### config.mk
export PLATFORM = sky130hd
export DESIGN_NAME = icap_arbiter_flat
export DESIGN_NICKNAME = d
export VERILOG_FILES = /design/src/rtl/icap_arbiter_if.sv /design/src/rtl/icap_arbiter.sv /design/src/flat_wrapper.sv
export SDC_FILE = /design/constraint.sdc
export NUM_CORES = 1
export LEC_CHECK = 0
export ABC_CLOCK_PERIOD_IN_PS = 2100
export CORE_MARGIN = 10
export CORE_UTILIZATION = 35
export DETAILED_ROUTE_END_ITERATION = 8
export PLACE_DENSITY = 0.79
export SKIP_LAST_GASP = 1
export SLEW_MARGIN = 40
export SYNTH_ARGS = -nofsm -noshare
export SYNTH_HDL_FRONTEND = slang
export SYNTH_SLANG_ARGS = --single-unit
### constraint.sdc
create_clock -name aclk -period 2.1 [get_ports aclk]
set_input_delay 0.21 -clock aclk [delete_from_list [all_inputs] [get_ports aclk]]
set_output_delay 0.21 -clock aclk [all_outputs]
set_load 0.05 [all_outputs]
### src/rtl/icap_arbiter_if.sv
// rtl/icap_arbiter_if.sv - ICAP command/write/read bundle shared by requesters and the controller
// The master drives commands and write data; the slave answers with ready/done and read data.
package icap_arbiter_pkg;
  typedef struct packed {
    logic [26:0] size;
    logic        rdwrb;
  } icap_control_t;
endpackage

interface icap_arbiter_if;
  import icap_arbiter_pkg::*;

  icap_control_t ctrl_data;
  logic          ctrl_valid;
  logic          ctrl_ready;
  logic          done;

  logic [31:0]   write_data;
  logic          write_valid;
  logic          write_last;
  logic          write_ready;

  logic [31:0]   read_data;
  logic          read_valid;
  logic          read_last;
  logic          read_ready;

  modport master (
    output ctrl_data, ctrl_valid, write_data, write_valid, write_last, read_ready,
    input  ctrl_ready, done, write_ready, read_data, read_valid, read_last
  );

  modport slave (
    input  ctrl_data, ctrl_valid, write_data, write_valid, write_last, read_ready,
    output ctrl_ready, done, write_ready, read_data, read_valid, read_last
  );
endinterface

### src/rtl/icap_arbiter.sv
// rtl/icap_arbiter.sv - round-robin two-port arbiter in front of the single ICAP controller
// Grant is held from command accept through m.done; streams are muxed on the registered grant.
module icap_arbiter
  import icap_arbiter_pkg::*;
#(
  parameter int unsigned C_TIMEOUT_CYCLES = 2**24,
  parameter int unsigned C_CNT_WIDTH      = 16
) (
  input  logic                   aclk,
  input  logic                   areset,
  icap_arbiter_if.slave          s0,
  icap_arbiter_if.slave          s1,
  icap_arbiter_if.master         m,
  output logic [1:0]             grant,
  output logic                   busy,
  output logic                   timeout,
  output logic [C_CNT_WIDTH-1:0] cnt0,
  output logic [C_CNT_WIDTH-1:0] cnt1
);

  localparam int unsigned     WD_W     = $clog2(C_TIMEOUT_CYCLES) + 1;
  localparam logic [WD_W-1:0] WD_LIMIT = WD_W'(C_TIMEOUT_CYCLES - 1);

  typedef enum logic [1:0] {ST_IDLE, ST_ISSUE, ST_ACTIVE} state_t;

  state_t                 state_q, state_d;
  icap_control_t          cmd_q, cmd_d;
  logic [1:0]             grant_q, grant_d;
  logic                   last_grant_q, last_grant_d;
  logic                   busy_q, busy_d;
  logic                   timeout_q, timeout_d;
  logic [WD_W-1:0]        wd_q, wd_d;
  logic [C_CNT_WIDTH-1:0] cnt0_q, cnt0_d;
  logic [C_CNT_WIDTH-1:0] cnt1_q, cnt1_d;

  logic win0, win1;
  logic act0, act1;

  // last_grant_q is the index of the previous winner; the other port wins a tie
  assign win0 = s0.ctrl_valid & (~s1.ctrl_valid | last_grant_q);
  assign win1 = s1.ctrl_valid & ~win0;

  always_ff @(posedge aclk) begin
    if (areset) begin
      state_q      <= ST_IDLE;
      cmd_q        <= '0;
      grant_q      <= '0;
      last_grant_q <= 1'b1;
      busy_q       <= 1'b0;
      timeout_q    <= 1'b0;
      wd_q         <= '0;
      cnt0_q       <= '0;
      cnt1_q       <= '0;
    end else begin
      state_q      <= state_d;
      cmd_q        <= cmd_d;
      grant_q      <= grant_d;
      last_grant_q <= last_grant_d;
      busy_q       <= busy_d;
      timeout_q    <= timeout_d;
      wd_q         <= wd_d;
      cnt0_q       <= cnt0_d;
      cnt1_q       <= cnt1_d;
    end
  end

  always_comb begin
    state_d      = state_q;
    cmd_d        = cmd_q;
    grant_d      = grant_q;
    last_grant_d = last_grant_q;
    timeout_d    = timeout_q;
    wd_d         = wd_q;
    cnt0_d       = cnt0_q;
    cnt1_d       = cnt1_q;
    unique case (state_q)
      ST_IDLE: begin
        if (win0 || win1) begin
          state_d      = ST_ISSUE;
          cmd_d        = win1 ? s1.ctrl_data : s0.ctrl_data;
          grant_d      = {win1, win0};
          last_grant_d = win1;
        end
      end
      ST_ISSUE: begin
        if (m.ctrl_ready) begin
          state_d = ST_ACTIVE;
          wd_d    = '0;
        end
      end
      ST_ACTIVE: begin
        // The ICAP cannot be aborted, so an expired watchdog only raises the flag
        if (wd_q != WD_LIMIT) wd_d = wd_q + 1'b1;
        if (wd_q == WD_LIMIT) timeout_d = 1'b1;
        if (m.done) begin
          state_d = ST_IDLE;
          grant_d = '0;
          if (grant_q[0]) cnt0_d = cnt0_q + 1'b1;
          if (grant_q[1]) cnt1_d = cnt1_q + 1'b1;
        end
      end
      default: state_d = ST_IDLE;
    endcase
    busy_d = (state_d != ST_IDLE);
  end

  always_comb begin
    act0 = (state_q == ST_ACTIVE) & grant_q[0];
    act1 = (state_q == ST_ACTIVE) & grant_q[1];

    s0.ctrl_ready  = (state_q == ST_IDLE) & win0;
    s1.ctrl_ready  = (state_q == ST_IDLE) & win1;
    m.ctrl_valid   = (state_q == ST_ISSUE);
    m.ctrl_data    = cmd_q;

    s0.done        = m.done & act0;
    s1.done        = m.done & act1;

    m.write_data   = act1 ? s1.write_data  : (act0 ? s0.write_data : 32'h0);
    m.write_valid  = (act0 & s0.write_valid) | (act1 & s1.write_valid);
    m.write_last   = (act0 & s0.write_last)  | (act1 & s1.write_last);
    s0.write_ready = act0 & m.write_ready;
    s1.write_ready = act1 & m.write_ready;

    s0.read_data   = act0 ? m.read_data : 32'h0;
    s1.read_data   = act1 ? m.read_data : 32'h0;
    s0.read_valid  = act0 & m.read_valid;
    s1.read_valid  = act1 & m.read_valid;
    s0.read_last   = act0 & m.read_last;
    s1.read_last   = act1 & m.read_last;
    m.read_ready   = (act0 & s0.read_ready) | (act1 & s1.read_ready);

    grant   = grant_q;
    busy    = busy_q;
    timeout = timeout_q;
    cnt0    = cnt0_q;
    cnt1    = cnt1_q;
  end

endmodule

### src/flat_wrapper.sv
// flat-port wrapper written by rule: the top's interface ports become plain ports
module icap_arbiter_flat import icap_arbiter_pkg::*;
#(
  parameter int unsigned C_TIMEOUT_CYCLES = 2**24,
  parameter int unsigned C_CNT_WIDTH      = 16
)
  (aclk, areset, grant, busy, timeout, cnt0, cnt1, s0_ctrl_data, s0_ctrl_valid, s0_write_data, s0_write_valid, s0_write_last, s0_read_ready, s0_ctrl_ready, s0_done, s0_write_ready, s0_read_data, s0_read_valid, s0_read_last, s1_ctrl_data, s1_ctrl_valid, s1_write_data, s1_write_valid, s1_write_last, s1_read_ready, s1_ctrl_ready, s1_done, s1_write_ready, s1_read_data, s1_read_valid, s1_read_last, m_ctrl_data, m_ctrl_valid, m_write_data, m_write_valid, m_write_last, m_read_ready, m_ctrl_ready, m_done, m_write_ready, m_read_data, m_read_valid, m_read_last);
  icap_arbiter_if s0_i ();
  icap_arbiter_if s1_i ();
  icap_arbiter_if m_i ();
  input  logic aclk;
  input  logic areset;
  output logic [1:0] grant;
  output logic busy;
  output logic timeout;
  output logic [C_CNT_WIDTH-1:0] cnt0;
  output logic [C_CNT_WIDTH-1:0] cnt1;
  input wire logic [$bits(s0_i.ctrl_data)-1:0] s0_ctrl_data;
  input wire logic [$bits(s0_i.ctrl_valid)-1:0] s0_ctrl_valid;
  input wire logic [$bits(s0_i.write_data)-1:0] s0_write_data;
  input wire logic [$bits(s0_i.write_valid)-1:0] s0_write_valid;
  input wire logic [$bits(s0_i.write_last)-1:0] s0_write_last;
  input wire logic [$bits(s0_i.read_ready)-1:0] s0_read_ready;
  output wire logic [$bits(s0_i.ctrl_ready)-1:0] s0_ctrl_ready;
  output wire logic [$bits(s0_i.done)-1:0] s0_done;
  output wire logic [$bits(s0_i.write_ready)-1:0] s0_write_ready;
  output wire logic [$bits(s0_i.read_data)-1:0] s0_read_data;
  output wire logic [$bits(s0_i.read_valid)-1:0] s0_read_valid;
  output wire logic [$bits(s0_i.read_last)-1:0] s0_read_last;
  input wire logic [$bits(s1_i.ctrl_data)-1:0] s1_ctrl_data;
  input wire logic [$bits(s1_i.ctrl_valid)-1:0] s1_ctrl_valid;
  input wire logic [$bits(s1_i.write_data)-1:0] s1_write_data;
  input wire logic [$bits(s1_i.write_valid)-1:0] s1_write_valid;
  input wire logic [$bits(s1_i.write_last)-1:0] s1_write_last;
  input wire logic [$bits(s1_i.read_ready)-1:0] s1_read_ready;
  output wire logic [$bits(s1_i.ctrl_ready)-1:0] s1_ctrl_ready;
  output wire logic [$bits(s1_i.done)-1:0] s1_done;
  output wire logic [$bits(s1_i.write_ready)-1:0] s1_write_ready;
  output wire logic [$bits(s1_i.read_data)-1:0] s1_read_data;
  output wire logic [$bits(s1_i.read_valid)-1:0] s1_read_valid;
  output wire logic [$bits(s1_i.read_last)-1:0] s1_read_last;
  output wire logic [$bits(m_i.ctrl_data)-1:0] m_ctrl_data;
  output wire logic [$bits(m_i.ctrl_valid)-1:0] m_ctrl_valid;
  output wire logic [$bits(m_i.write_data)-1:0] m_write_data;
  output wire logic [$bits(m_i.write_valid)-1:0] m_write_valid;
  output wire logic [$bits(m_i.write_last)-1:0] m_write_last;
  output wire logic [$bits(m_i.read_ready)-1:0] m_read_ready;
  input wire logic [$bits(m_i.ctrl_ready)-1:0] m_ctrl_ready;
  input wire logic [$bits(m_i.done)-1:0] m_done;
  input wire logic [$bits(m_i.write_ready)-1:0] m_write_ready;
  input wire logic [$bits(m_i.read_data)-1:0] m_read_data;
  input wire logic [$bits(m_i.read_valid)-1:0] m_read_valid;
  input wire logic [$bits(m_i.read_last)-1:0] m_read_last;
  assign s0_i.ctrl_data = s0_ctrl_data;
  assign s0_i.ctrl_valid = s0_ctrl_valid;
  assign s0_i.write_data = s0_write_data;
  assign s0_i.write_valid = s0_write_valid;
  assign s0_i.write_last = s0_write_last;
  assign s0_i.read_ready = s0_read_ready;
  assign s0_ctrl_ready = s0_i.ctrl_ready;
  assign s0_done = s0_i.done;
  assign s0_write_ready = s0_i.write_ready;
  assign s0_read_data = s0_i.read_data;
  assign s0_read_valid = s0_i.read_valid;
  assign s0_read_last = s0_i.read_last;
  assign s1_i.ctrl_data = s1_ctrl_data;
  assign s1_i.ctrl_valid = s1_ctrl_valid;
  assign s1_i.write_data = s1_write_data;
  assign s1_i.write_valid = s1_write_valid;
  assign s1_i.write_last = s1_write_last;
  assign s1_i.read_ready = s1_read_ready;
  assign s1_ctrl_ready = s1_i.ctrl_ready;
  assign s1_done = s1_i.done;
  assign s1_write_ready = s1_i.write_ready;
  assign s1_read_data = s1_i.read_data;
  assign s1_read_valid = s1_i.read_valid;
  assign s1_read_last = s1_i.read_last;
  assign m_ctrl_data = m_i.ctrl_data;
  assign m_ctrl_valid = m_i.ctrl_valid;
  assign m_write_data = m_i.write_data;
  assign m_write_valid = m_i.write_valid;
  assign m_write_last = m_i.write_last;
  assign m_read_ready = m_i.read_ready;
  assign m_i.ctrl_ready = m_ctrl_ready;
  assign m_i.done = m_done;
  assign m_i.write_ready = m_write_ready;
  assign m_i.read_data = m_read_data;
  assign m_i.read_valid = m_read_valid;
  assign m_i.read_last = m_read_last;
  icap_arbiter #(.C_TIMEOUT_CYCLES(C_TIMEOUT_CYCLES), .C_CNT_WIDTH(C_CNT_WIDTH)) u_core (.aclk(aclk), .areset(areset), .s0(s0_i), .s1(s1_i), .m(m_i), .grant(grant), .busy(busy), .timeout(timeout), .cnt0(cnt0), .cnt1(cnt1));
endmodule
==> results of run 1 <==
sequential cells by signal (all words and copies together), names as in the netlist:
register	count
u_core.cnt0	16
u_core.grant	2
u_core.timeout	1
u_core.cnt1	16
u_core.last_grant_q	1
u_core.m.ctrl_data	28
u_core.state_q	2
u_core.busy	1
u_core.wd_q	25
stage by stage:
stage,total power [W],setup TNS (ns),utilization [%],cells
6_report,0.00473,0,70.5,1135
5_1_grt,0.00492,0,70.5,1135
4_1_cts,0.00478,0,70.4,1132
3_5_place_dp,0.00327,-0.00845,68.4,1116
3_3_place_gp,0.00326,0,68.4,1116
2_1_floorplan,0.00256,0,-,621
cell type report:
type	count	share of cell area, %
Tap cell	184	2.26
Sequential cell	92	18.1
Multi-Input combinational cell	467	30.0
Clock inverter	7	0.517
Inverter	12	0.480
Timing Repair Buffer	361	46.3
Antenna cell	3	0.0738
Clock buffer	9	2.22
cell usage in the layout (no fill, tap or decap), types with 2 or more instances in the layout:
cell type and instances:
and2_1 5, and4_1 9, nor4_1 7, o211ai_1 4
o21ai_0 17, clkinvlp_4 5, o31ai_1 3, inv_1 11
a211oi_1 28, dfxtp_2 2, nand2_1 28, a211o_1 2
clkdlybuf4s50_1 227, nor2_1 78, dfxtp_1 90, ha_1 3
diode_2 3, nand3_1 17, o2111ai_1 2, a31oi_1 6
buf_4 18, a22o_1 32, mux2i_1 29, or3_1 8
buf_12 114, or2_2 3, a32o_1 3, nor3_1 12
nor4_4 2, nand4_1 16, nor2b_1 2, clkbuf_16 9
a21oi_1 21, nand2b_1 4, xnor2_1 20, and3_1 72
or4_1 4, xor2_1 10, a311oi_1 3
routing by layer:
metal | track usage [%] | part of all wire (%)
met5 | 0 | 0.056
met4 | 7.83 | 2.5
met1 | 22.9 | 36
met2 | 38.9 | 51
met3 | 9.27 | 10
kinds of logic (layout without fill, tap and decap cells):
kind of cell,after synthesis,after routing
buffers and inverters,62,389
muxes,29,29
adders and majority gates,3,3
xor gates and xnor gates,30,30
other,0,3
and+or+nand+nor,275,275
DFF,92,92
AOI/OAI and AO/OA,130,130
final timing paths:
kind                                         from          endpoint  slack (ns)  cells after the start
worst min-delay path                       areset    u_core.timeout        0.16                      2
worst max register to register     u_core.wd_q[0]   u_core.wd_q[11]        0.18                      6
worst max-delay path            u_core.state_q[0]  m_write_data[28]        0.07                      5
worst min register to register    u_core.wd_q[24]   u_core.wd_q[24]        0.45                      2
power groups by stage:
| stage | clock, W | combinational (W) | sequential (W) |
|---|---|---|---|
| floorplan | 0 | 0.000401 | 0.00216 |
| global placement | 0 | 0.00134 | 0.00191 |
| detailed placement | 0 | 0.00135 | 0.00192 |
| CTS | 0.00154 | 0.00136 | 0.00188 |
| global route | 0.00160 | 0.00143 | 0.00189 |
| finish | 0.00151 | 0.00135 | 0.00188 |
what timing repair did:
action | CTS | global route
endpoints found under the hold margin | 0 | 0
hold buffers | 0 | 0
setup endpoints to repair | 39 | 2
gates resized for setup | 3 | 1
==> metrics, run 1 <==
most frequent cell after synthesis=dfxtp_1; kind of capture point of the worst setup path=output port; simple-gate area share of the yosys netlist=29.2%; clk sink count=92; Unique masters post-synth=51; final critical-path share of the clock period=96.5%; top-level I/O count=341; required time at the worst-slack endpoint=1.89 ns; floorplan row count=44; number of max-cap violations=0; Synth Instances=621; EDFF count, synth=0; Final Worst Setup Slack=0.0739 ns; post-CTS setup buffer count=0; Post-synth top flop=dfxtp_1; reported leakage power=3.99 nW; cell area after layout=10,200 µm²; kind of start point of the critical path=register; Syn Nets=791; crit path max-delay cell type=dfxtp_1; number of buffers and inverters on the critical path=2; source-to-sink clock delay at the later pin of the worst-skew pair=0.34 ns; sequential share of power=39.7%; area occupied by multi-input gates=3050 µm²; number of antenna violations at the first check in global routing=4; cell internal power dissipation=0.00326 W; data arrival time of the critical path=1.82 ns; grt total ovfl=0; aggregate global-route resource usage=22.0%; largest delay contributor family on the critical path=flip-flops; headroom to the max-slew limit=59.7%; DRT iter0 DRCs=290; series of cell instances along the critical path=nor2b_4 > and2_2 > buf_12 > a22o_1 > buf_12; XOR/XNOR share of the synthesized area=5.14%; adder and majority cell fraction of the synthesized area=0.734%; maximum root-to-sink buffer count=2; total placed instance area=9870 µm²; dominant combinational cell family by area after synthesis=simple AND/OR/NAND/NOR gates; largest stage delay on the critical path=0.48 ns; Compound-Gate Fraction of Synth Area=18.4%; fraction of power spent switching nets=31.2%; share of power burned in combinational logic=28.5%; Pwr per Cell Area=466 nW/µm²; outcome=finished, final reports clean; critical path peak fanout=32; maximum ir drop on the vdd rail=0.384 mV; number of max-slew violations in the final report=0; total die area=19,800 µm²; horizontal extent of the die=141 µm; worst slack at placement=-0.00845 ns; clock transition at the registers of the reported paths=0.07 ns; cell repeated most along the worst path=buf_12; Mapped Avg Cell Area=8.23 µm²; core area=14,400 µm²; Max H-tree Level=3; initial core utilization=35.4%; count of endpoints failing setup in the final report=0; count of warnings emitted by yosys=0; Layout area overhead=98.9%; drt drc=0; Switching Power=0.00147 W; final wirelength=23,200 µm; fraction of layout cells with a size suffix above 1=17.7%; main area contributors after synthesis=dfxtp_1 36%, and3_1 8.8%, nor2_1 5.8%; wire length of the first global-routing pass=34,600 µm; sequential cell area=1840 µm²; number of global-route vias before repair=5,876; total standard cell area after synthesis=5110 µm²; FILL cells=1,111; height of the die=141 µm; classification of the worst-slack hold path=in -> reg; async set-or-reset flop fraction in the synthesized netlist=0%; RSZ-0062 raised after global routing=false; maximum operating frequency=494 MHz; layout net count=1,113; pin count of the biggest net entering global routing=63; mux contribution to synthesized area=5.68%; detail-routed via count per cell=5.28; Detailed Routing Iterations Pass 1=5; crit path time final=2.03 ns; remaining antenna violation count=0; vias after detailed routing=5,990; Clk network pwr share=31.8%; Port Buffer Count=340; Routed WL per cell=20.4 µm; classification of the worst setup path=reg -> out; CTS root buffer=clkbuf_16; hold_ws=0.160 ns; top cell type by total area after synthesis=dfxtp_1; post-synthesis register bit count=92; Clock Skews=0.00742 ns; number of hold violations in the final report=0; slew at the pin closest to its max-slew limit=0.603 ns; sequential element share of the synthesized area=36.0%; portion of synthesized cell area occupied by the leading cell type=36.0%; Routability Congestion=0.923; ranking of synthesized cells by instance count=92 x dfxtp_1, 79 x nor2_1, 72 x and3_1, 37 x clkbuf_1, 32 x a22o_1; TritonCTS clock tree=done; Detailed Place HPWL=19,300 µm; CTS buffer count=9
Power figures use the tool's default switching activity.
==> inputs of run 2 (changes only) <==
--- a/config.mk
+++ b/config.mk
@@ -6,9 +6,12 @@
 export NUM_CORES = 1
 export LEC_CHECK = 0
 export ABC_CLOCK_PERIOD_IN_PS = 2100
+export CAP_MARGIN = 20
 export CORE_MARGIN = 10
 export CORE_UTILIZATION = 35
 export DETAILED_ROUTE_END_ITERATION = 8
+export GPL_ROUTABILITY_DRIVEN = 0
+export GPL_TIMING_DRIVEN = 0
 export PLACE_DENSITY = 0.79
 export SKIP_LAST_GASP = 1
 export SLEW_MARGIN = 40
==> run 2 against run 1 <==
Net effect:
- sequential power about the same
- first-iteration DRC count increased by 4.5%
- clock skew rose by 0.00072 ns
- total power up 4.6%
==> metrics, run 2 (synthesized netlist as in run 1, its figures left out) <==
DR WL met3=2350 µm (-2.7%); number of max-slew violations in the final report=0 (unchanged); Detailed Routing Iterations Pass 1=4 (-1); TritonCTS clock tree=done; drt drc=0 (unchanged); Clock Skews=0.00814 ns (+0.000723 ns); initial core utilization=35.4% (unchanged); source-to-sink clock delay at the later pin of the worst-skew pair=0.34 ns (about the same); clock transition at the registers of the reported paths=0.06 ns (about the same); worst slack at placement=-1.00 ns (-0.992 ns); wire length of the first global-routing pass=35,700 µm (+3.4%); DRT iter0 DRCs=303 (+4.5%); number of hold violations in the final report=0 (unchanged); total design power=0.00495 W (+4.6%); CTS root buffer=clkbuf_16; data arrival time of the critical path=1.82 ns (about the same); layout net count=1,148 (+3.1%); reported leakage power=3.77 nW (-5.3%); Met1 Routed Length=9190 µm (+8.6%); most common cell after layout, fill and taps aside=clkdlybuf4s50_1; aggregate global-route resource usage=22.8% (+0.77 points); most frequent cells in the layout=230 x clkdlybuf4s50_1, 88 x dfxtp_1, 77 x nor2_1; classification of the worst-slack hold path=reg -> reg; CTS buffer count=9 (unchanged); floorplan row count=44 (unchanged); grt total ovfl=0 (unchanged); count of endpoints failing setup in the final report=0 (unchanged); critical path peak fanout=10 (-69%); number of global-route vias before repair=5,959 (+1.4%); height of the die=141 µm (unchanged); final critical-path share of the clock period=96.8% (+0.30 points); top sig layer=met4; number of instances on the worst hold path=2 (unchanged); RSZ-0062 raised after global routing=true; crit path time final=2.03 ns (+0.00620 ns); Final Worst Setup Slack=0.0677 ns (-0.00620 ns); final wirelength=24,400 µm (+5.2%); top-level I/O count=341 (unchanged); pin count of the biggest net entering global routing=16 (-75%); number of antenna violations at the first check in global routing=4 (unchanged); headroom to the max-slew limit=52.1% (-7.6 points); count of placed standard cells in the final layout, fillers left out=1,170 (+3.1%); maximum ir drop on the vdd rail=0.519 mV (+35%); kind of capture point of the worst setup path=output port; horizontal extent of the die=141 µm (unchanged); outcome=finished, final reports clean; total die area=19,800 µm² (unchanged); Layout area overhead=80.6%; FILL cells=1,291 (+16%); fraction of layout cells with a size suffix above 1=18.7% (+1.0 points); routed length on met2=12,200 µm (+3.7%); classification of the worst setup path=reg -> out; core area=14,400 µm² (unchanged); Routed WL per cell=20.9 µm (+2.0%); Port Buffer Count=340 (unchanged); required time at the worst-slack endpoint=1.89 ns (about the same); Detailed Place HPWL=20,100 µm (+4.4%); maximum operating frequency=492 MHz (-0.31%); Pwr per Cell Area=537 nW/µm² (+15%); placed insts=1,145 (+2.6%); maximum root-to-sink buffer count=2 (unchanged); Max H-tree Level=3 (unchanged); detail-routed via count per cell=5.29 (+0.20%); number of flip-flops under the largest register name=28 (unchanged); vias after detailed routing=6,187 (+3.3%); number of max-cap violations=0 (unchanged); remaining antenna violation count=0 (unchanged); kind of start point of the critical path=register; slew at the pin closest to its max-slew limit=0.719 ns (+0.116 ns); clk sink count=92 (unchanged); Worst R2R Path Depth=5 (-1); Setup Total Neg Slack=0 ns (unchanged)
run 2: cell types whose count changed in the layout (fill, tap and decap cells not counted), sizes merged:
cell / before / now
diode: 3 / 4
clkdlybuf4s50: 227 / 230
dlygate4sd2: 0 / 3
clkdlybuf4s18: 0 / 1
clkdlybuf4s15: 0 / 38
clkinvlp: 5 / 2
clkbuf: 9 / 56
bufinv: 0 / 2
buf: 134 / 78
clkinv: 2 / 1
run 2: area by class of cell:
| cell class | count | area, µm² | share of cell area (%) |
|---|---|---|---|
| Antenna cell | 4 | 10.0 | 0.108 |
| Buffer | 49 | 282 | 3.05 |
| Clock buffer | 10 | 239 | 2.59 |
| Clock inverter | 5 | 85.1 | 0.922 |
| Inverter | 12 | 48.8 | 0.529 |
| Multi-Input combinational cell | 467 | 3070 | 33.2 |
| Sequential cell | 92 | 1850 | 20.0 |
| Tap cell | 184 | 230 | 2.49 |
| Timing Repair Buffer | 347 | 3420 | 37.0 |
run 2: power breakdown:
part	internal [W]	switching (W)
Clock	0.00108	0.000675
Sequential	0.00183	0.0000525
Combinational	0.000576	0.000746
run 2: worst paths after layout:
path                     startpoint  slack [ns]         endpoint
setup reg to reg     u_core.wd_q[9]        0.15  u_core.wd_q[23]
setup / recovery  u_core.state_q[1]        0.07  m_write_data[7]
hold reg to reg     u_core.wd_q[24]        0.44  u_core.wd_q[24]
hold / removal      u_core.wd_q[24]        0.44  u_core.wd_q[24]
run 2: per-layer routing:
layer / global-route usage [%] / vias up
met4: 9.46 / 0
met3: 8.06 / 33
met5: 0 / -
met1: 25.1 / 2875
met2: 39.1 / 284
li1: - / 2995
run 2: stage by stage:
stage | util [%] | hold slack (ns) | instance area, µm²
finish | 64.0 | 0.436 | 9230
global route | 64.0 | 0.461 | 9230
CTS | 63.3 | 0.437 | 9130
detailed placement | 60.7 | 0.429 | 8750
global placement | 60.7 | 0.427 | 8750
floorplan | - | 0.394 | 5120
run 2: timing repair:
action / in CTS / in global routing
setup buffers: 3 / 1
resized for setup: 548 / 72
endpoints found under the setup margin: 110 / 120
gates cloned: 3 / 0
hold buffers: 0 / 0
pin swaps: 3 / 3
run 2: worst max-delay path, stage by stage (launching register included):
cell	delay, ns
dfxtp_4	0.38
nor2b_4	0.15
buf_8	0.12
and2_4	0.20
buf_2	0.23
a22o_1	0.22
buf_6	0.17
